<file path="src/rtl/laser_frame_receiver.sv">
// Two-lane oversampled laser frame receiver: synchronizes both photodiode lanes, majority-votes
// each bit mid-period, and hands the decoded byte pair out on a held valid/ready interface.
module laser_frame_receiver #(
  parameter int OVERSAMPLE = 8,  // even, 6..64
  parameter int ERRW       = 8
) (
  input  logic            clock,
  input  logic            reset_n,
  input  logic            laser1_in,
  input  logic            laser2_in,
  input  logic            out_ready,
  input  logic            err_clear,
  output logic            out_valid,
  output logic [7:0]      data1_out,
  output logic [7:0]      data2_out,
  output logic            overrun,
  output logic [ERRW-1:0] frame_err_cnt,
  output logic            busy,
  output logic [1:0]      state_dbg
);

  // Output handshake: a byte pair is transferred on every clock edge where out_valid and
  // out_ready are both high; out_valid and the data stay frozen until that edge.

  localparam int PW = $clog2(OVERSAMPLE);
  localparam logic [PW-1:0] PH_LAST = PW'(OVERSAMPLE - 1);
  localparam logic [PW-1:0] PH_A    = PW'(OVERSAMPLE / 2 - 1);
  localparam logic [PW-1:0] PH_B    = PW'(OVERSAMPLE / 2);
  localparam logic [PW-1:0] PH_V    = PW'(OVERSAMPLE / 2 + 1);

  typedef enum logic [1:0] {
    IDLE   = 2'd0,
    MARKER = 2'd1,
    DATA   = 2'd2,
    STOP   = 2'd3
  } state_t;

  logic s1_meta_q, s1_q, s2_meta_q, s2_q;
  logic s1_prev_q, s2_prev_q;
  logic [1:0] settle_q;

  state_t state_q, state_d;
  logic [PW-1:0] phase_q, phase_d;
  logic [3:0] bit_q, bit_d;
  logic a1_q, a1_d, b1_q, b1_d, a2_q, a2_d, b2_q, b2_d;
  logic [7:0] sh1_q, sh1_d, sh2_q, sh2_d;
  logic valid_q, valid_d;
  logic [7:0] d1_q, d1_d, d2_q, d2_d;
  logic ovr_q, ovr_d;
  logic [ERRW-1:0] err_q, err_d;

  logic settled, rise_any, vote1, vote2, wrap, vote_cyc, hs, err_inc, good;

  // Edge detection is held off until the synchronizer and the previous-value register both
  // carry real line samples, so a line already high at reset release is not taken as a rise.
  always_ff @(posedge clock or negedge reset_n) begin
    if (!reset_n) begin
      s1_meta_q <= 1'b0;
      s1_q      <= 1'b0;
      s2_meta_q <= 1'b0;
      s2_q      <= 1'b0;
      s1_prev_q <= 1'b0;
      s2_prev_q <= 1'b0;
      settle_q  <= 2'd0;
    end else begin
      s1_meta_q <= laser1_in;
      s1_q      <= s1_meta_q;
      s2_meta_q <= laser2_in;
      s2_q      <= s2_meta_q;
      s1_prev_q <= s1_q;
      s2_prev_q <= s2_q;
      if (settle_q != 2'd3) settle_q <= settle_q + 2'd1;
    end
  end

  assign settled  = (settle_q == 2'd3);
  assign rise_any = settled & ((s1_q & ~s1_prev_q) | (s2_q & ~s2_prev_q));
  assign vote1    = (a1_q & b1_q) | (a1_q & s1_q) | (b1_q & s1_q);
  assign vote2    = (a2_q & b2_q) | (a2_q & s2_q) | (b2_q & s2_q);
  assign wrap     = (phase_q == PH_LAST);
  assign vote_cyc = (phase_q == PH_V);
  assign hs       = valid_q & out_ready;

  always_ff @(posedge clock or negedge reset_n) begin
    if (!reset_n) begin
      state_q <= IDLE;
      phase_q <= '0;
      bit_q   <= 4'd0;
      a1_q    <= 1'b0;
      b1_q    <= 1'b0;
      a2_q    <= 1'b0;
      b2_q    <= 1'b0;
      sh1_q   <= 8'd0;
      sh2_q   <= 8'd0;
      valid_q <= 1'b0;
      d1_q    <= 8'd0;
      d2_q    <= 8'd0;
      ovr_q   <= 1'b0;
      err_q   <= '0;
    end else begin
      state_q <= state_d;
      phase_q <= phase_d;
      bit_q   <= bit_d;
      a1_q    <= a1_d;
      b1_q    <= b1_d;
      a2_q    <= a2_d;
      b2_q    <= b2_d;
      sh1_q   <= sh1_d;
      sh2_q   <= sh2_d;
      valid_q <= valid_d;
      d1_q    <= d1_d;
      d2_q    <= d2_d;
      ovr_q   <= ovr_d;
      err_q   <= err_d;
    end
  end

  always_comb begin
    state_d = state_q;
    phase_d = phase_q;
    bit_d   = bit_q;
    a1_d    = a1_q;
    b1_d    = b1_q;
    a2_d    = a2_q;
    b2_d    = b2_q;
    sh1_d   = sh1_q;
    sh2_d   = sh2_q;
    err_inc = 1'b0;
    good    = 1'b0;

    if (state_q == IDLE) begin
      phase_d = '0;
      bit_d   = 4'd1;
      if (rise_any) state_d = MARKER;
    end else begin
      phase_d = wrap ? '0 : phase_q + PW'(1);
      if (phase_q == PH_A) begin
        a1_d = s1_q;
        a2_d = s2_q;
      end
      if (phase_q == PH_B) begin
        b1_d = s1_q;
        b2_d = s2_q;
      end
    end

    case (state_q)
      MARKER: begin
        if (vote_cyc && !(vote1 && vote2)) begin
          err_inc = 1'b1;
          state_d = IDLE;
        end else if (wrap) begin
          state_d = DATA;
          bit_d   = bit_q + 4'd1;
        end
      end
      DATA: begin
        if (vote_cyc) begin
          sh1_d = {vote1, sh1_q[7:1]};
          sh2_d = {vote2, sh2_q[7:1]};
        end
        if (wrap) begin
          bit_d = bit_q + 4'd1;
          if (bit_q == 4'd9) state_d = STOP;
        end
      end
      STOP: begin
        if (vote_cyc) begin
          state_d = IDLE;
          if (vote1 || vote2) err_inc = 1'b1;
          else good = 1'b1;
        end
      end
      default: ;
    endcase
  end

  // A good frame may replace the held pair only when the slot is empty or is being
  // accepted in the same cycle; otherwise it is dropped and flagged.
  always_comb begin
    valid_d = valid_q;
    d1_d    = d1_q;
    d2_d    = d2_q;
    ovr_d   = ovr_q;
    err_d   = err_q;

    if (good && (!valid_q || hs)) begin
      valid_d = 1'b1;
      d1_d    = sh1_q;
      d2_d    = sh2_q;
    end else begin
      if (good) ovr_d = 1'b1;
      if (hs) valid_d = 1'b0;
    end

    if (err_inc && (err_q != {ERRW{1'b1}})) err_d = err_q + ERRW'(1);

    if (err_clear) begin
      err_d = '0;
      ovr_d = 1'b0;
    end
  end

  assign out_valid     = valid_q;
  assign data1_out     = d1_q;
  assign data2_out     = d2_q;
  assign overrun       = ovr_q;
  assign frame_err_cnt = err_q;
  assign busy          = (state_q != IDLE);
  assign state_dbg     = state_q;

endmodule

</file>
<file path="config.mk">
export PLATFORM = sky130hd
export DESIGN_NAME = laser_frame_receiver
export DESIGN_NICKNAME = d
export VERILOG_FILES = /design/src/rtl/laser_frame_receiver.sv
export SDC_FILE = /design/constraint.sdc
export NUM_CORES = 1
export LEC_CHECK = 0
export ABC_AREA = 1
export CAP_MARGIN = 40
export CORE_ASPECT_RATIO = 1.5
export CORE_MARGIN = 2
export CORE_UTILIZATION = 55
export DETAILED_ROUTE_END_ITERATION = 12
export PLACE_DENSITY_LB_ADDON = 0.12
export SYNTH_ARGS = -nofsm -noshare
export SYNTH_HDL_FRONTEND = slang
export SYNTH_SLANG_ARGS = --single-unit
</file>
<file path="constraint.sdc">
create_clock -name clock -period 2.17 [get_ports clock]
set_input_delay 0.434 -clock clock [delete_from_list [all_inputs] [get_ports clock]]
set_output_delay 0.434 -clock clock [all_outputs]
set_load 0.1 [all_outputs]
</file>
---- Word level (Yosys, flattened, before mapping) ----
Index checks and enable logic that the tools add are counted.
Widths: inputs -> output; s select.
storage, ports and cells
  bits in registers ....................... 63
  output and inout port bits .............. 29
  input port bits ......................... 6
  word-level logic and storage cells ...... 100
cells by class
  $add $sub $neg .......................... 4
  bitwise gates (word level) .............. 18
  eq/ne operators ......................... 12
  reductions and logical operators ........ 17
  multiplexer cells ....................... 28
operator list
  operator             count
  $mux 8               2
  $mux 2               7
  $mux 4               3
  $mux 1               11
  $and 1x1->1          10
  $eq 3x3->1 const B   3
  $add 8x1->8 const B  1
  $ne 8x8->1 const B   1
  $pmux 4 s2           1
  $reduce_and 2->1     4
  $reduce_bool 2->1    4
  $eq 2x2->1 const B   3
  $mux 3               2
  $pmux 2 s3           1
  $or 1x1->1           5
  $add 4x1->4 const B  1
  $eq 4x4->1 const B   1
  $logic_and 1x1->1    4
  $ne 2x2->1 const B   2
  $add 3x1->3 const B  1
  $eq 3x2->1 const B   1
  $not 1->1            3
  $add 2x1->2 const B  1
  $eq 2x1->1 const B   1
  4 further kinds      6

---- Longest topological paths before layout ----
  depth after elaboration ................. 11
  depth in mapped cells ................... 11
  gate-level depth less buffers ........... 9

---- Worst setup path before layout ----
OpenSTA, ideal clock, no wires.
  path kind ............................... register to register
  from .................................... register state_q[0], in the netlist state_dbg[0]
  to ...................................... register state_q[0], in the netlist state_dbg[0]
  buffers on the path ..................... 2
  arrival time ............................ 2.436 ns
  stages on the path, launching flop included .. 11
  path slack .............................. -0.392 ns
  path through ............................ dfrtp_1 -> inv_1 -> ha_1 -> buf_2 -> inv_1 -> buf_2 -> nand3_1 -> inv_1 -> nand2_1 -> nand3_1 -> o21ai_0
between the ends
  word-level cells in the longest chain between the ends .. 5
RTL lines
  item                                              line      RTL
  from (decl)                                       42        state_t state_q, state_d;
  from (signal assigned)                            101       state_q <= state_d;
  $mux 2 / $logic_not 2->1 (equally long branches)  134, 131
  $mux 2                                            131       if (state_q == IDLE) begin
  $mux 2 (on tied branches)                         164, 152
  $mux 2 (on tied branches)                         162, 149
  $pmux 2 s3 (*)                                    147       case (state_q)
  net state_d[0]                                    42
Mark *: on every way through the listed nets, which the timed path passes. The rest lies on a longest branch.
A chain may end at the register's enable or synchronous reset.

---- Final worst setup path ----
  from .................................... register state_q[0], in the netlist state_dbg[0]
  to ...................................... output busy
between the ends
  word-level cells in the longest chain between the ends .. 1
RTL lines
  item               line  RTL
  $reduce_bool 2->1  209   assign busy = (state_q != IDLE);
  to (decl)          18    output logic busy,
Every way passes these cells.

==> impl_results.md <==
- Worst slack, placed: 0.4497 ns
- Combinational cell fraction of total power: between 20% and 30%
- Number of CTS-inserted buffers: 9
- Wire length after detailed routing: between 5000 and 6000 um
- Leakage dissipation: 1.810 nW
- Fraction of the cycle the final worst path needs: between 90% and 100%
- Fraction of power consumed by sequential logic: about 41%
- Slowest stage cell, crit path: sky130_fd_sc_hd__dfrtp_2
- Setup TNS Final: 0 ns
- Clock Tree Root: sky130_fd_sc_hd__clkbuf_8
- Switch Pwr: between 1 and 1.5 mW
- Post-route cell area: between 3000 and 4000 sq um
- Fraction of final layout cells sized beyond drive strength 1: a little under a fifth
- Fraction of power spent switching nets: between 30% and 40%
- Area added between synthesis and finish: 19.46%
- Seq cells post-synth: 63
- Most common cell type on the critical path: sky130_fd_sc_hd__inv_1
- Max-slew violations: 0
- Maximum achievable frequency: roughly 490 MHz
- Initial antenna violation count: 0
- Worst clock skew: 0.007777 ns
- Latest clock arrival within the worst-skew pair: between 0.3 and 0.4 ns
- Largest stage delay on the critical path: a little under 0.4 ns
- Peak ir drop on the vdd network: roughly 0.00071 V
- Fin crit period: 2.031 ns
- Detailed-route via count: 2283
- Most common library cell in the layout ignoring fill and taps: sky130_fd_sc_hd__nand2_1
- Beginning of the worst register-to-register path: state_dbg[0]
- Total congestion overflow after global routing: 0
- Kind of critical path: register to primary output
- Chip height: ~94 um
- Number of warnings issued by yosys: 0
- Number of enable-type register cells in the synthesized netlist: 0
- Vias in the first global route: between 2000 and 2500
- Cells after Synth: between 300 and 400
- Critical-path maximum fanout: 11
- Quantity of gates resized following cts: 0
- Global-route wire length before repair: 9556 um
- Total clock sinks: 63
- Yosys cell types: 29
- Slew headroom: around two thirds
- Total iterations of the first detailed-routing run: 4
- Buf/Inv on CP: 3
- Synth async-reset ratio: between 90% and 100%
- Last weighted congestion value of the routability-driven placer: 0.8164
- Port-buffer cells: 34
- Number of nets still failing antenna checks after routing: 0
- Worst R2R Path Depth: 9
- Hold Crit Endpoint: s1_q
- Count of standard-cell rows: 32
- Clock power frac: between 30% and 40%
- CP delay by family, top: buffers and inverters
- Dominant register cell in the synthesized netlist: sky130_fd_sc_hd__dfrtp_1
- Number of remaining DRC errors: 0
- GR Util All Layers: 20.73%
- Detail-routed via count per cell: just over 5
- Die Outline Area: just over 6000 sq um
- H-tree levels: 3
- Nature of the critical path startpoint: register
- Setup Viol. Count Final: 0
- Slew at the pin closest to its max-slew limit: just under 0.5 ns
- Endpoint of the worst-slack reg-to-reg timing path: bit_q[1]
- Number of endpoints with negative hold slack in the final report: 0
- Worst hold stages: 0
- Post-DP Area: about 3300 sq um
- Initial Utilization: between 50% and 60%
- Cells traversed along the worst timing path: inv_1 -> ha_1 -> inv_1 -> buf_12
- Total of max-cap violations: 0
- Cell area power density: 920.7 nW/um^2
- Status: complete, no violations
- Post-detailed-placement half-perimeter wirelength: slightly below 4000 um
- Worst setup slack after layout: about 0.14 ns
- Buffer depth of the longest clock path: 2
- Required time worst endpoint: approximately 1.7 ns
- Number of diodes added for antenna fixing: 0
- Core footprint: 5205 sq um
- Min-delay worst type: register to register
- Routed wire per std cell: around 12 um
- Power Internal: about 2.2 mW
- RSZ-0062 raised after global routing: false
- Number of violations reported at the end of detailed-routing iteration 0: 92
- Clock Pin Slew Worst Setup and Hold Paths: 0.07 ns
- Arrival time at the worst endpoint: roughly 1.6 ns
- Clock tree from TritonCTS: done
- Post-synthesis instance area: 2983 sq um
- Maximum number of pins on one net before global-route repair: 37
- Mapped Avg Cell Area: just under 9 sq um
- I/O pin count: 35
- Post-layout net count: around 400
- R2R Setup Slk: between 0.5 and 0.6 ns
- Nature of the critical path endpoint: primary output
- Hold Path Origin: s1_meta_q
- DIE WIDTH: around 64 um
- Register area share after synthesis: between 50% and 60%
- Top library cells by usage in the layout, fill and taps aside: sky130_fd_sc_hd__nand2_1, sky130_fd_sc_hd__dfrtp_1, sky130_fd_sc_hd__inv_1, sky130_fd_sc_hd__buf_4
- Mapped Nets: about 360
## cell families after synthesis
group / count (synthesis) / synth area share, %
xor+xnor: 5 / 1.468
flops: 63 / 52.85
simple gates: 155 / 23.87
buf+inv: 49 / 6.795
fa+ha+maj: 13 / 5.453
mux: 2 / 0.7550
compound gates: 49 / 8.809
## cells in the mapped netlist (2+ instances only)
master / n / area share, %
sky130_fd_sc_hd__nor2_2: 3 / 0.63
sky130_fd_sc_hd__xor2_1: 4 / 1.2
sky130_fd_sc_hd__nor2_1: 22 / 2.8
sky130_fd_sc_hd__ha_1: 13 / 5.5
sky130_fd_sc_hd__o21ai_1: 6 / 1.0
sky130_fd_sc_hd__buf_6: 2 / 0.75
sky130_fd_sc_hd__buf_2: 3 / 0.50
sky130_fd_sc_hd__nand3_2: 2 / 0.67
sky130_fd_sc_hd__mux2_2: 2 / 0.75
sky130_fd_sc_hd__a21oi_1: 12 / 2.0
sky130_fd_sc_hd__clkbuf_1: 3 / 0.38
sky130_fd_sc_hd__dfrtp_1: 63 / 53
sky130_fd_sc_hd__nand2_2: 2 / 0.42
sky130_fd_sc_hd__nand2_1: 86 / 11
sky130_fd_sc_hd__nor3_1: 2 / 0.34
sky130_fd_sc_hd__o21ai_0: 25 / 4.2
sky130_fd_sc_hd__nand3_1: 25 / 4.2
sky130_fd_sc_hd__a21oi_2: 4 / 1.2
sky130_fd_sc_hd__inv_1: 39 / 4.9
sky130_fd_sc_hd__nand4_1: 9 / 1.9
## power groups by stage
| stage | registers, mW | clock network, mW | logic, mW |
|---|---|---|---|
| floorplan | 1.51 | 0 | 0.476 |
| global placement | 1.38 | 0 | 0.821 |
| detailed placement | 1.38 | 0 | 0.834 |
| CTS | 1.36 | 1.12 | 0.839 |
| global route | 1.37 | 1.17 | 0.930 |
| finish | 1.36 | 1.09 | 0.831 |
## timing repair
action,in CTS,in global routing
endpoints found under the setup margin,0,0
hold endpoints to repair,12,0
setup buffers,0,0
hold buffers,1,0
## worst max-delay path by stage
stage                      start      endpoint  slack [ns]  cells past startpoint
floorplan           state_dbg[0]  state_dbg[0]        0.11                     10
global placement       out_ready  data1_out[6]        0.47                      5
detailed placement     out_ready  data1_out[7]        0.45                      5
CTS                 state_dbg[0]          busy        0.15                      4
global route        state_dbg[0]          busy        0.08                      4
finish              state_dbg[0]          busy        0.14                      4
## sequential cells by signal, summed over array words and instances (netlist names), 2 cells and up
register and cells:
state_dbg 2, sh1_q 8, bit_q 4, data2_out 8
data1_out 8, settle_q 2, frame_err_cnt 8, phase_q 3
sh2_q 8
## cell type report
cell class | count | area (sq um)
clock buffers | 9 | 123.9
clock inverters | 6 | 86.33
fillers | 437 | 1642
inverters | 40 | 150.1
multi-input cells | 224 | 1204
flip-flops and latches | 63 | 1579
well taps | 68 | 85.08
repair buffers | 40 | 335.3
## routing by layer
layer	global-route usage, %	wire length, um	vias to the layer above
met5	0	0	-
met4	9.397	108	0
met3	6.595	243	9
met2	34.72	2711	47
met1	24.09	2404	1060
li1	-	-	1167
## metrics by stage
step / power, mW / hold WS [ns] / utilization (%) / std cells
after floorplan: 1.984 / 0.1384 / - / 336
after global placement: 2.197 / 0.3315 / 64.23 / 434
after detailed placement: 2.214 / 0.3347 / 64.23 / 434
after CTS: 3.315 / 0.3509 / 68.46 / 450
after global routing: 3.474 / 0.3644 / 68.46 / 450
final: 3.281 / 0.3485 / 68.46 / 450
(Power assumes the default switching activity.)
